$ cat src/rtl/cpu_pkg.sv
// Shared CPU constants: datapath widths, partial-write (ppp) encodings and their legality check.
package cpu_pkg;

    localparam int DATA_W = 64;
    localparam int REG_AW = 5;
    localparam int PPP_W  = 3;

    // Bit ranges use big-endian numbering, so "HI" is [0:31].
    localparam logic [PPP_W-1:0] PPP_FULL = 3'b000;
    localparam logic [PPP_W-1:0] PPP_HI   = 3'b001;
    localparam logic [PPP_W-1:0] PPP_LO   = 3'b010;
    localparam logic [PPP_W-1:0] PPP_EVEN = 3'b011;
    localparam logic [PPP_W-1:0] PPP_ODD  = 3'b100;

    function automatic logic ppp_legal(input logic [PPP_W-1:0] ppp);
        return (ppp <= PPP_ODD);
    endfunction

endpackage

$ cat src/rtl/wb_fwd_cmp.sv
// One-source forward compare: flags that the ID source will find its producer in WB next cycle.
module wb_fwd_cmp
    import cpu_pkg::*;
#(
    parameter int AW = cpu_pkg::REG_AW
) (
    input  logic             id_r_i,
    input  logic [AW-1:0]    id_reg_i,
    input  logic [AW-1:0]    ex_rd_i,
    input  logic             ex_wren_i,
    input  logic             ex_stall_i,
    input  logic [PPP_W-1:0] ex_ppp_i,
    output logic             fwd_o
);

    // r0 never forwards; illegal ppp never writes, so it never forwards either.
    assign fwd_o = id_r_i & ex_wren_i & ~ex_stall_i & (ex_rd_i != '0)
                 & (id_reg_i == ex_rd_i) & ppp_legal(ex_ppp_i);

endmodule

$ cat src/rtl/exmem_wb_stage.sv
// EXMEM->WB pipeline register: selects ALU/load data, qualifies the regfile write,
// inserts bubbles on EXMEM stall, drives forward flags and counts retired slots.
module exmem_wb_stage #(
    parameter int DATA_W = cpu_pkg::DATA_W,
    parameter int REG_AW = cpu_pkg::REG_AW,
    parameter int CNT_W  = 32
) (
    input  logic              clk,
    input  logic              reset,
    input  logic              EXMEM_stall,
    input  logic [0:DATA_W-1] EXMEM_ALU_out,
    input  logic [0:DATA_W-1] dmem_data_out,
    input  logic              EXMEM_rD_data_select,
    input  logic [REG_AW-1:0] EXMEM_rD,
    input  logic [2:0]        EXMEM_ppp,
    input  logic              EXMEM_wrEn,
    input  logic [REG_AW-1:0] ID_rA,
    input  logic [REG_AW-1:0] ID_rB,
    input  logic              ID_rA_used,
    input  logic              ID_rB_used,
    input  logic              cnt_clr,
    output logic [0:DATA_W-1] WB_data,
    output logic [2:0]        WB_ppp,
    output logic [REG_AW-1:0] WB_rD,
    output logic              WB_wrEn,
    output logic              WB_valid,
    output logic              fwd_rA,
    output logic              fwd_rB,
    output logic [CNT_W-1:0]  retire_count
);
    import cpu_pkg::*;

    logic [0:DATA_W-1] data_q, data_d;
    logic [2:0]        ppp_q, ppp_d;
    logic [REG_AW-1:0] rd_q, rd_d;
    logic              wren_q, wren_d;
    logic              valid_q, valid_d;
    logic [CNT_W-1:0]  cnt_q, cnt_d;

    wb_fwd_cmp #(.AW(REG_AW)) u_fwd_a (
        .id_r_i    (ID_rA_used),
        .id_reg_i  (ID_rA),
        .ex_rd_i   (EXMEM_rD),
        .ex_wren_i (EXMEM_wrEn),
        .ex_stall_i(EXMEM_stall),
        .ex_ppp_i  (EXMEM_ppp),
        .fwd_o     (fwd_rA)
    );

    wb_fwd_cmp #(.AW(REG_AW)) u_fwd_b (
        .id_r_i    (ID_rB_used),
        .id_reg_i  (ID_rB),
        .ex_rd_i   (EXMEM_rD),
        .ex_wren_i (EXMEM_wrEn),
        .ex_stall_i(EXMEM_stall),
        .ex_ppp_i  (EXMEM_ppp),
        .fwd_o     (fwd_rB)
    );

    // A bubble clears the control fields but leaves data/ppp as they were.
    always_comb begin
        data_d  = data_q;
        ppp_d   = ppp_q;
        rd_d    = '0;
        wren_d  = 1'b0;
        valid_d = 1'b0;
        cnt_d   = cnt_q;
        if (!EXMEM_stall) begin
            data_d  = EXMEM_rD_data_select ? dmem_data_out : EXMEM_ALU_out;
            ppp_d   = EXMEM_ppp;
            rd_d    = EXMEM_rD;
            wren_d  = EXMEM_wrEn & (EXMEM_rD != '0) & ppp_legal(EXMEM_ppp);
            valid_d = 1'b1;
            cnt_d   = cnt_q + {{(CNT_W-1){1'b0}}, 1'b1};
        end
        if (cnt_clr) cnt_d = '0;
    end

    always_ff @(posedge clk or negedge reset) begin
        if (!reset) begin
            data_q  <= '0;
            ppp_q   <= '0;
            rd_q    <= '0;
            wren_q  <= 1'b0;
            valid_q <= 1'b0;
        end else begin
            data_q  <= data_d;
            ppp_q   <= ppp_d;
            rd_q    <= rd_d;
            wren_q  <= wren_d;
            valid_q <= valid_d;
        end
    end

    always_ff @(posedge clk or negedge reset) begin
        if (!reset) cnt_q <= '0;
        else        cnt_q <= cnt_d;
    end

    assign WB_data      = data_q;
    assign WB_ppp       = ppp_q;
    assign WB_rD        = rd_q;
    assign WB_wrEn      = wren_q;
    assign WB_valid     = valid_q;
    assign retire_count = cnt_q;

endmodule

$ cat config.mk
export PLATFORM = sky130hd
export DESIGN_NAME = exmem_wb_stage
export DESIGN_NICKNAME = d
export VERILOG_FILES = /design/src/rtl/cpu_pkg.sv /design/src/rtl/wb_fwd_cmp.sv /design/src/rtl/exmem_wb_stage.sv
export SDC_FILE = /design/constraint.sdc
export NUM_CORES = 1
export LEC_CHECK = 0
export CAP_MARGIN = 40
export CORE_ASPECT_RATIO = 1.75
export CORE_MARGIN = 8
export CORE_UTILIZATION = 43
export CTS_CLUSTER_DIAMETER = 80
export DETAILED_ROUTE_END_ITERATION = 7
export PLACE_DENSITY = 0.86
export SLEW_MARGIN = 20
export SYNTH_ARGS = -nofsm -noshare
export SYNTH_HDL_FRONTEND = slang
export SYNTH_SLANG_ARGS = --single-unit
$ cat constraint.sdc
create_clock -name clk -period 3.4 [get_ports clk]
set_input_delay 0.85 -clock clk [delete_from_list [all_inputs] [get_ports clk]]
set_output_delay 0.85 -clock clk [all_outputs]
set_load 0.05 [all_outputs]
==> flow_results.xml <==
<?xml version="1.0" encoding="UTF-8"?>
<metrics>
  <group name="detailed_routing">
    <metric name="post-route-drc-count" unit="">0</metric>
    <metric name="route.antenna.remaining_nets" unit="">0</metric>
    <metric name="drt_pre_antenna_iters" unit="">5</metric>
    <metric name="wl_per_cell" unit="microns">19.1</metric>
    <metric name="route.final.wire_length" unit="mm">16.9</metric>
    <metric name="viasPerCell" unit="">5.36</metric>
    <metric name="dr_iter_0_viols" unit="">164</metric>
    <metric name="vias" unit="">4727</metric>
  </group>
  <group name="clock_network">
    <metric name="insertion_delay" unit="ps">340</metric>
    <metric name="total_clock_buffers_created_by_cts" unit="">9</metric>
    <metric name="cts-root-to-sink-buffers" unit="">2</metric>
    <metric name="cts_hold_repair.buffers" unit="">0</metric>
    <metric name="cts.reportedPaths.clkPinSlew" unit="ps">70</metric>
    <metric name="clock_tree.root_cell" unit="">clkbuf_16</metric>
    <metric name="tritoncts_clock_tree" unit="">done</metric>
    <metric name="numClockSinks" unit="">106</metric>
    <metric name="cts_repair_resize_count" unit="">0</metric>
    <metric name="postCtsSetupBuffers" unit="">0</metric>
    <metric name="clock_tree.htree_level_count" unit="">3</metric>
  </group>
  <group name="cells_and_area">
    <metric name="antennaDiodeCount" unit="">0</metric>
    <metric name="multiInputGateArea" unit="sq um">2250</metric>
    <metric name="layout.filler_cells" unit="">900</metric>
    <metric name="seqCellArea" unit="sq um">2650</metric>
    <metric name="layout.nets" unit="">898</metric>
    <metric name="layout_commonest_cell" unit="">clkdlybuf4s50_1</metric>
    <metric name="layout.cells.most_common_list" unit="">clkdlybuf4s50_1, dfrtp_1, nand2_1, o21ai_0, mux2i_1</metric>
    <metric name="layout-drive-gt1-share" unit="">0.0549</metric>
    <metric name="flow.area_growth_from_synthesis" unit="%">59.7</metric>
  </group>
  <group name="pwr">
    <metric name="power.density" unit="nW/um^2">418</metric>
    <metric name="power.static_leakage" unit="nW">3.45</metric>
    <metric name="ir_drop" unit="V">0.000241</metric>
  </group>
  <group name="floorplanning">
    <metric name="die_width" unit="microns">98.2</metric>
    <metric name="effective_utilization_at_floorplan" unit="">0.439</metric>
    <metric name="floorplan.die.height" unit="microns">160</metric>
    <metric name="die_area" unit="sq um">15700</metric>
    <metric name="fp-row-count" unit="">52</metric>
    <metric name="coreArea" unit="sq um">11600</metric>
    <metric name="pin_count" unit="">262</metric>
  </group>
  <group name="timing">
    <metric name="setup_total_negative_slack" unit="ps">0</metric>
    <metric name="tightestPinTransition" unit="ps">591</metric>
    <metric name="report.final.hold_viol_count" unit="">0</metric>
    <metric name="setup_repair_after_global_routing_missed_its_margin" unit="">false</metric>
    <metric name="final_critical_path_time_including_i_o_delays_and_setup" unit="ps">3310</metric>
    <metric name="slew_headroom" unit="">0.605</metric>
    <metric name="whs" unit="ps">482</metric>
    <metric name="fmax" unit="MHz">302</metric>
    <metric name="timing.final.setup_violations" unit="">0</metric>
    <metric name="finClkSkew" unit="ps">6.95</metric>
    <metric name="fin_crit_sh" unit="">0.974</metric>
    <metric name="final_max_slew_viol_count" unit="">0</metric>
  </group>
  <group name="worst_setup_path">
    <metric name="critical_path_required" unit="ps">2550</metric>
    <metric name="worstSetupEndpointType" unit="">primary output</metric>
    <metric name="setup.worst_path.start_class" unit="">input port</metric>
    <metric name="setup.worst_path.class" unit="">input port to primary output</metric>
    <metric name="critPathMaxFanout" unit="">4</metric>
    <metric name="worstPathArrival" unit="ps">2460</metric>
  </group>
  <group name="synth">
    <metric name="ys_warn_count" unit="">0</metric>
    <metric name="mappedNetlistNets" unit="">649</metric>
    <metric name="postSynthAreaPerCell" unit="sq um">10.3</metric>
    <metric name="synth.cell_area" unit="sq um">5080</metric>
    <metric name="yosysUniqueCellTypes" unit="">34</metric>
    <metric name="syn_inst" unit="">494</metric>
    <metric name="ys_ff_latch" unit="">106</metric>
    <metric name="sequential_area_share_after_synthesis" unit="">0.522</metric>
  </group>
  <group name="placed_design">
    <metric name="io_buffers" unit="">261</metric>
    <metric name="gp_routability_congestion" unit="">0.937</metric>
    <metric name="dp_hpwl" unit="mm">13.4</metric>
  </group>
  <group name="global_routing">
    <metric name="grt_max_degree" unit="">65</metric>
    <metric name="first_global_vias" unit="">5288</metric>
    <metric name="grt_util_all_layers" unit="">0.213</metric>
    <metric name="global_route_wire_length_before_repair" unit="mm">26.9</metric>
    <metric name="globalRoute.totalOverflow" unit="">0</metric>
    <metric name="initial_antenna_violation_count" unit="">0</metric>
  </group>
  <group name="hold_path">
    <metric name="hold_class" unit="">input port to async pin</metric>
  </group>
  <group name="status">
    <metric name="outcome" unit="">finished, final reports clean</metric>
  </group>
  <group name="run">
    <metric name="max_cap_viol_count" unit="">0</metric>
  </group>
</metrics>
-- metrics by stage --
step	worst slack, ps	cells	utilization	power, W	area, sq um
3_3_place_gp	170	865	0.671	0.00235	7770
6_report	87.7	882	0.701	0.00340	8120
2_1_floorplan	180	494	-	0.00190	5080
5_1_grt	9.70	882	0.701	0.00353	8120
3_5_place_dp	86.4	867	0.675	0.00237	7820
4_1_cts	87.2	882	0.701	0.00343	8120
-- critical path, stage by stage --
cell	delay (ps)
clkdlybuf4s50_1	490
or4_1	490
o2111ai_1	290
nor3_1	120
buf_4	210
-- sequential cells by signal, indices dropped and copies added, names as in the netlist --
| signal | flops |
|---|---|
| WB_data | 64 |
| WB_rD | 5 |
| WB_wrEn | 1 |
| WB_ppp | 3 |
| WB_valid | 1 |
| retire_count | 32 |
-- worst paths after layout --
kind                             startpoint                to  slack [ps]  depth (start not counted)
max                             EXMEM_rD[0]            fwd_rB          90                          5
min                                   reset          WB_rD[4]         480                          1
max reg2reg                retire_count[15]  retire_count[31]        1320                          4
min reg2reg                     WB_data[33]       WB_data[33]         480                          2
max in group asynchronous             reset        WB_data[3]        2280                          2
min in group clk                WB_data[33]       WB_data[33]         480                          2
-- cell type report --
cell class | count | area share
Clock inverter | 4 | 0.00632
Multi-Input combinational cell | 349 | 0.277
Timing Repair Buffer | 271 | 0.335
Inverter | 6 | 0.00277
Sequential cell | 106 | 0.327
Clock buffer | 11 | 0.0311
Tap cell | 135 | 0.0208
-- report_power, final --
| group | total (W) | leakage, nW | switching, W | internal (W) |
|---|---|---|---|---|
| sequential | 0.00140 | 1.35 | 0.0000505 | 0.00135 |
| clock | 0.00105 | 0.148 | 0.000447 | 0.000607 |
| combinational | 0.000941 | 1.95 | 0.000548 | 0.000393 |
| total | 0.00340 | 3.45 | 0.00105 | 0.00235 |
-- routing by layer --
metal | global-route usage | vias up | routed length [microns]
li1 | - | 2226 | -
met1 | 0.211 | 2238 | 5940
met2 | 0.399 | 223 | 9160
met3 | 0.0631 | 40 | 1270
met4 | 0.0871 | 0 | 499
met5 | 0 | - | 0
-- logic make-up (layout without fill, tap and decap cells) --
family | count (synthesis) | in the layout | synth area share
simple gates | 159 | 159 | 0.158
flops | 106 | 106 | 0.522
compound gates | 94 | 94 | 0.0987
mux | 73 | 73 | 0.146
buf+inv | 39 | 292 | 0.0352
xor+xnor | 22 | 22 | 0.0379
fa+ha+maj | 1 | 1 | 0.00246
-- synth_stat cells --
library cell	n	area, sq um
a21oi_1	14	70.1
and2_0	1	6.26
and2_1	3	18.8
and3_1	2	12.5
and4_1	5	43.8
and4_4	1	11.3
and4b_1	2	20.0
buf_1	3	11.3
buf_2	7	35.0
buf_4	2	15.0
buf_6	2	22.5
clkbuf_1	18	67.6
clkbuf_2	1	5.00
dfrtp_1	106	2650
ha_1	1	12.5
inv_1	6	22.5
mux2_2	8	90.1
mux2i_1	65	651
nand2_1	74	278
nand2_2	1	6.26
nand3_1	8	40.0
nand4_1	10	62.6
nand4_4	1	21.3
nor2_1	19	71.3
nor2b_1	10	62.6
nor3_1	3	15.0
nor4_1	4	25.0
o2111ai_1	1	8.76
o21ai_0	68	340
o31ai_1	11	82.6
or3_1	3	18.8
or4_1	12	90.1
xnor2_1	13	114
xor2_1	9	78.8
Power figures use the tool's default switching activity.
==> variant, RTL diff (config.mk and constraints unchanged) <==
`CNT_W`: 32 -> 64.
--- a/src/rtl/exmem_wb_stage.sv
+++ b/src/rtl/exmem_wb_stage.sv
@@ -3,7 +3,7 @@
 module exmem_wb_stage #(
     parameter int DATA_W = cpu_pkg::DATA_W,
     parameter int REG_AW = cpu_pkg::REG_AW,
-    parameter int CNT_W  = 32
+    parameter int CNT_W  = 64
 ) (
     input  logic              clk,
     input  logic              reset,
Ports: changed (resized retire_count); port bits go from 262 to 294. The function was not compared with the original's and may differ.
==> variant against the unedited design <==
The run now ends with DRC left. Final area grew 29%. Die area is 27% higher. Synthesized area is 32% higher. First-iteration DRC count is 22% higher. Via count grew 34%. Routed wire length is 34% higher. Combinational power up 1%. Setup slack better by 28 ps. Total power grew 36%. Global-route usage up 1.9 points. Sequential share of layout area is 0.40 points higher. Non-clock buffer count is 40 higher. Sequential cell count is 32 higher. Critical path type unchanged. Critical endpoint is now fwd_rA. Largest cell class is now registers.
==> variant: results (changes against the unedited design) <==
<table>
<tr><th>Metric</th><th>Value</th></tr>
<tr><th colspan="2">Detailed routing</th></tr>
<tr><td>DRC marker count from the first detailed-route iteration</td><td>200 (+22%)</td></tr>
<tr><td>Routed via count divided by cell count</td><td>5.39 (+0.63%)</td></tr>
<tr><td>DR DRC count</td><td>1 (+1)</td></tr>
<tr><td>1st-pass router iterations</td><td>7 (+2)</td></tr>
<tr><td>Wire length per cell after detailed routing</td><td>19.3 um (+0.90%)</td></tr>
<tr><th colspan="2">Power and ir drop</th></tr>
<tr><td>IR drop worst, VDD</td><td>298 uV (+24%)</td></tr>
<tr><td>Leakage power summed over all cells</td><td>4.35 nW (+26%)</td></tr>
<tr><th colspan="2">Critical path</th></tr>
<tr><td>Critical-path top delay cell</td><td>or4_1</td></tr>
<tr><td>R2R cell count</td><td>5 (+1)</td></tr>
<tr><td>Largest stage delay on the critical path</td><td>540 ps (+50 ps)</td></tr>
<tr><th colspan="2">Synthesis</th></tr>
<tr><td>Post-Syn Nets</td><td>836 (+29%)</td></tr>
<tr><td>Yosys cell types</td><td>35 (+2.9%)</td></tr>
<tr><td>Fraction of the yosys area taken by sequential cells</td><td>51.6% (-0.54 points)</td></tr>
<tr><td>Biggest area contributors in the synthesized netlist</td><td>dfrtp_1 (52%), mux2i_1 (9.7%), o21ai_0 (6.3%)</td></tr>
<tr><th colspan="2">Layout</th></tr>
<tr><td>Fraction of final layout cells sized beyond drive strength 1</td><td>6.77% (+1.3 points)</td></tr>
<tr><td>Final net count</td><td>1131 (+26%)</td></tr>
<tr><td># diodes</td><td>0 (unchanged)</td></tr>
<tr><th colspan="2">STA</th></tr>
<tr><td>Max transition margin</td><td>38.8% (-22 points)</td></tr>
<tr><td>Setup Skew</td><td>15.9 ps (+8.93 ps)</td></tr>
<tr><th colspan="2">Global route</th></tr>
<tr><td>Wire length of the first global-routing pass</td><td>35800 um (+33%)</td></tr>
<tr><td>Largest net degree at the start of global routing</td><td>97 (+49%)</td></tr>
<tr><td>Overall global routing resource usage</td><td>23.2% (+1.9 points)</td></tr>
<tr><th colspan="2">Place</th></tr>
<tr><td>Final weighted congestion in routability-driven placement</td><td>0.936 (-0.14%)</td></tr>
<tr><td>Half-perimeter wire length of the detailed placement result</td><td>17600 um (+31%)</td></tr>
<tr><td>Number of buffer cells added on primary ports</td><td>293 (+12%)</td></tr>
<tr><th colspan="2">Status</th></tr>
<tr><td>Run status</td><td>finished, violations left</td></tr>
<tr><td>Failing checks</td><td>DRC</td></tr>
<tr><th colspan="2">Clocking</th></tr>
<tr><td>Source-to-sink clock delay at the later pin of the worst-skew pair</td><td>410 ps (+70 ps)</td></tr>
<tr><td>Total CTS buffers</td><td>17 (+8)</td></tr>
</table>
==> variant: path summary, 6_finish.rpt <==
| path | startpoint | end | slack [ps] |
|---|---|---|---|
| min reg2reg | WB_data[5]$_DFFE_PN0N_ | WB_data[5]$_DFFE_PN0N_ | 480 |
| max | EXMEM_rD[0] | fwd_rA | 120 |
| max in group asynchronous | reset | WB_data[58]$_DFFE_PN0N_ | 2260 |
| max reg2reg | retire_count[21]$_DFFE_PN0P_ | retire_count[55]$_DFFE_PN0P_ | 690 |
| min in group clk | WB_data[5]$_DFFE_PN0N_ | WB_data[5]$_DFFE_PN0N_ | 480 |
| min | reset | retire_count[36]$_DFFE_PN0P_ | 400 |
==> variant: metal layers <==
layer	track usage [%]	part of all wire (%)
met3	7.59	8.8
met2	41.0	55
met1	23.6	33
met5	0	0
met4	10.1	3.0
==> variant: where the power goes <==
part	switching (W)	total [W]	internal (W)
clock	0.000738	0.00190	0.00116
combinational	0.000565	0.000954	0.000389
sequential	0.0000524	0.00179	0.00173
==> variant: through the flow <==
| step | cells | setup WS, ps |
|---|---|---|
| final | 1175 | 116 |
| after global routing | 1175 | 32.3 |
| after CTS | 1174 | 47.2 |
| after detailed placement | 1142 | 44.3 |
| after global placement | 1142 | 144 |
| after floorplan | 681 | 197 |
==> variant: kinds of logic after synthesis <==
group,count (synthesis),synth area share (%)
muxes,68,10.2
and+or+nand+nor,269,20.0
adders and majority gates,1,0.187
xor gates and xnor gates,49,6.42
AOI/OAI and AO/OA,113,8.79
buffers and inverters,43,2.75
DFF,138,51.6
==> variant: cell type report <==
type                    count  area, um^2  share of cell area, %
flip-flops and latches    138        3450                   33.1
repair buffers            311        3060                   29.3
clock buffers              18         429                   4.11
well taps                 186         233                   2.23
inverters                   8        30.0                  0.288
multi-input cells         500        3060                   29.3
clock inverters            14         170                   1.63
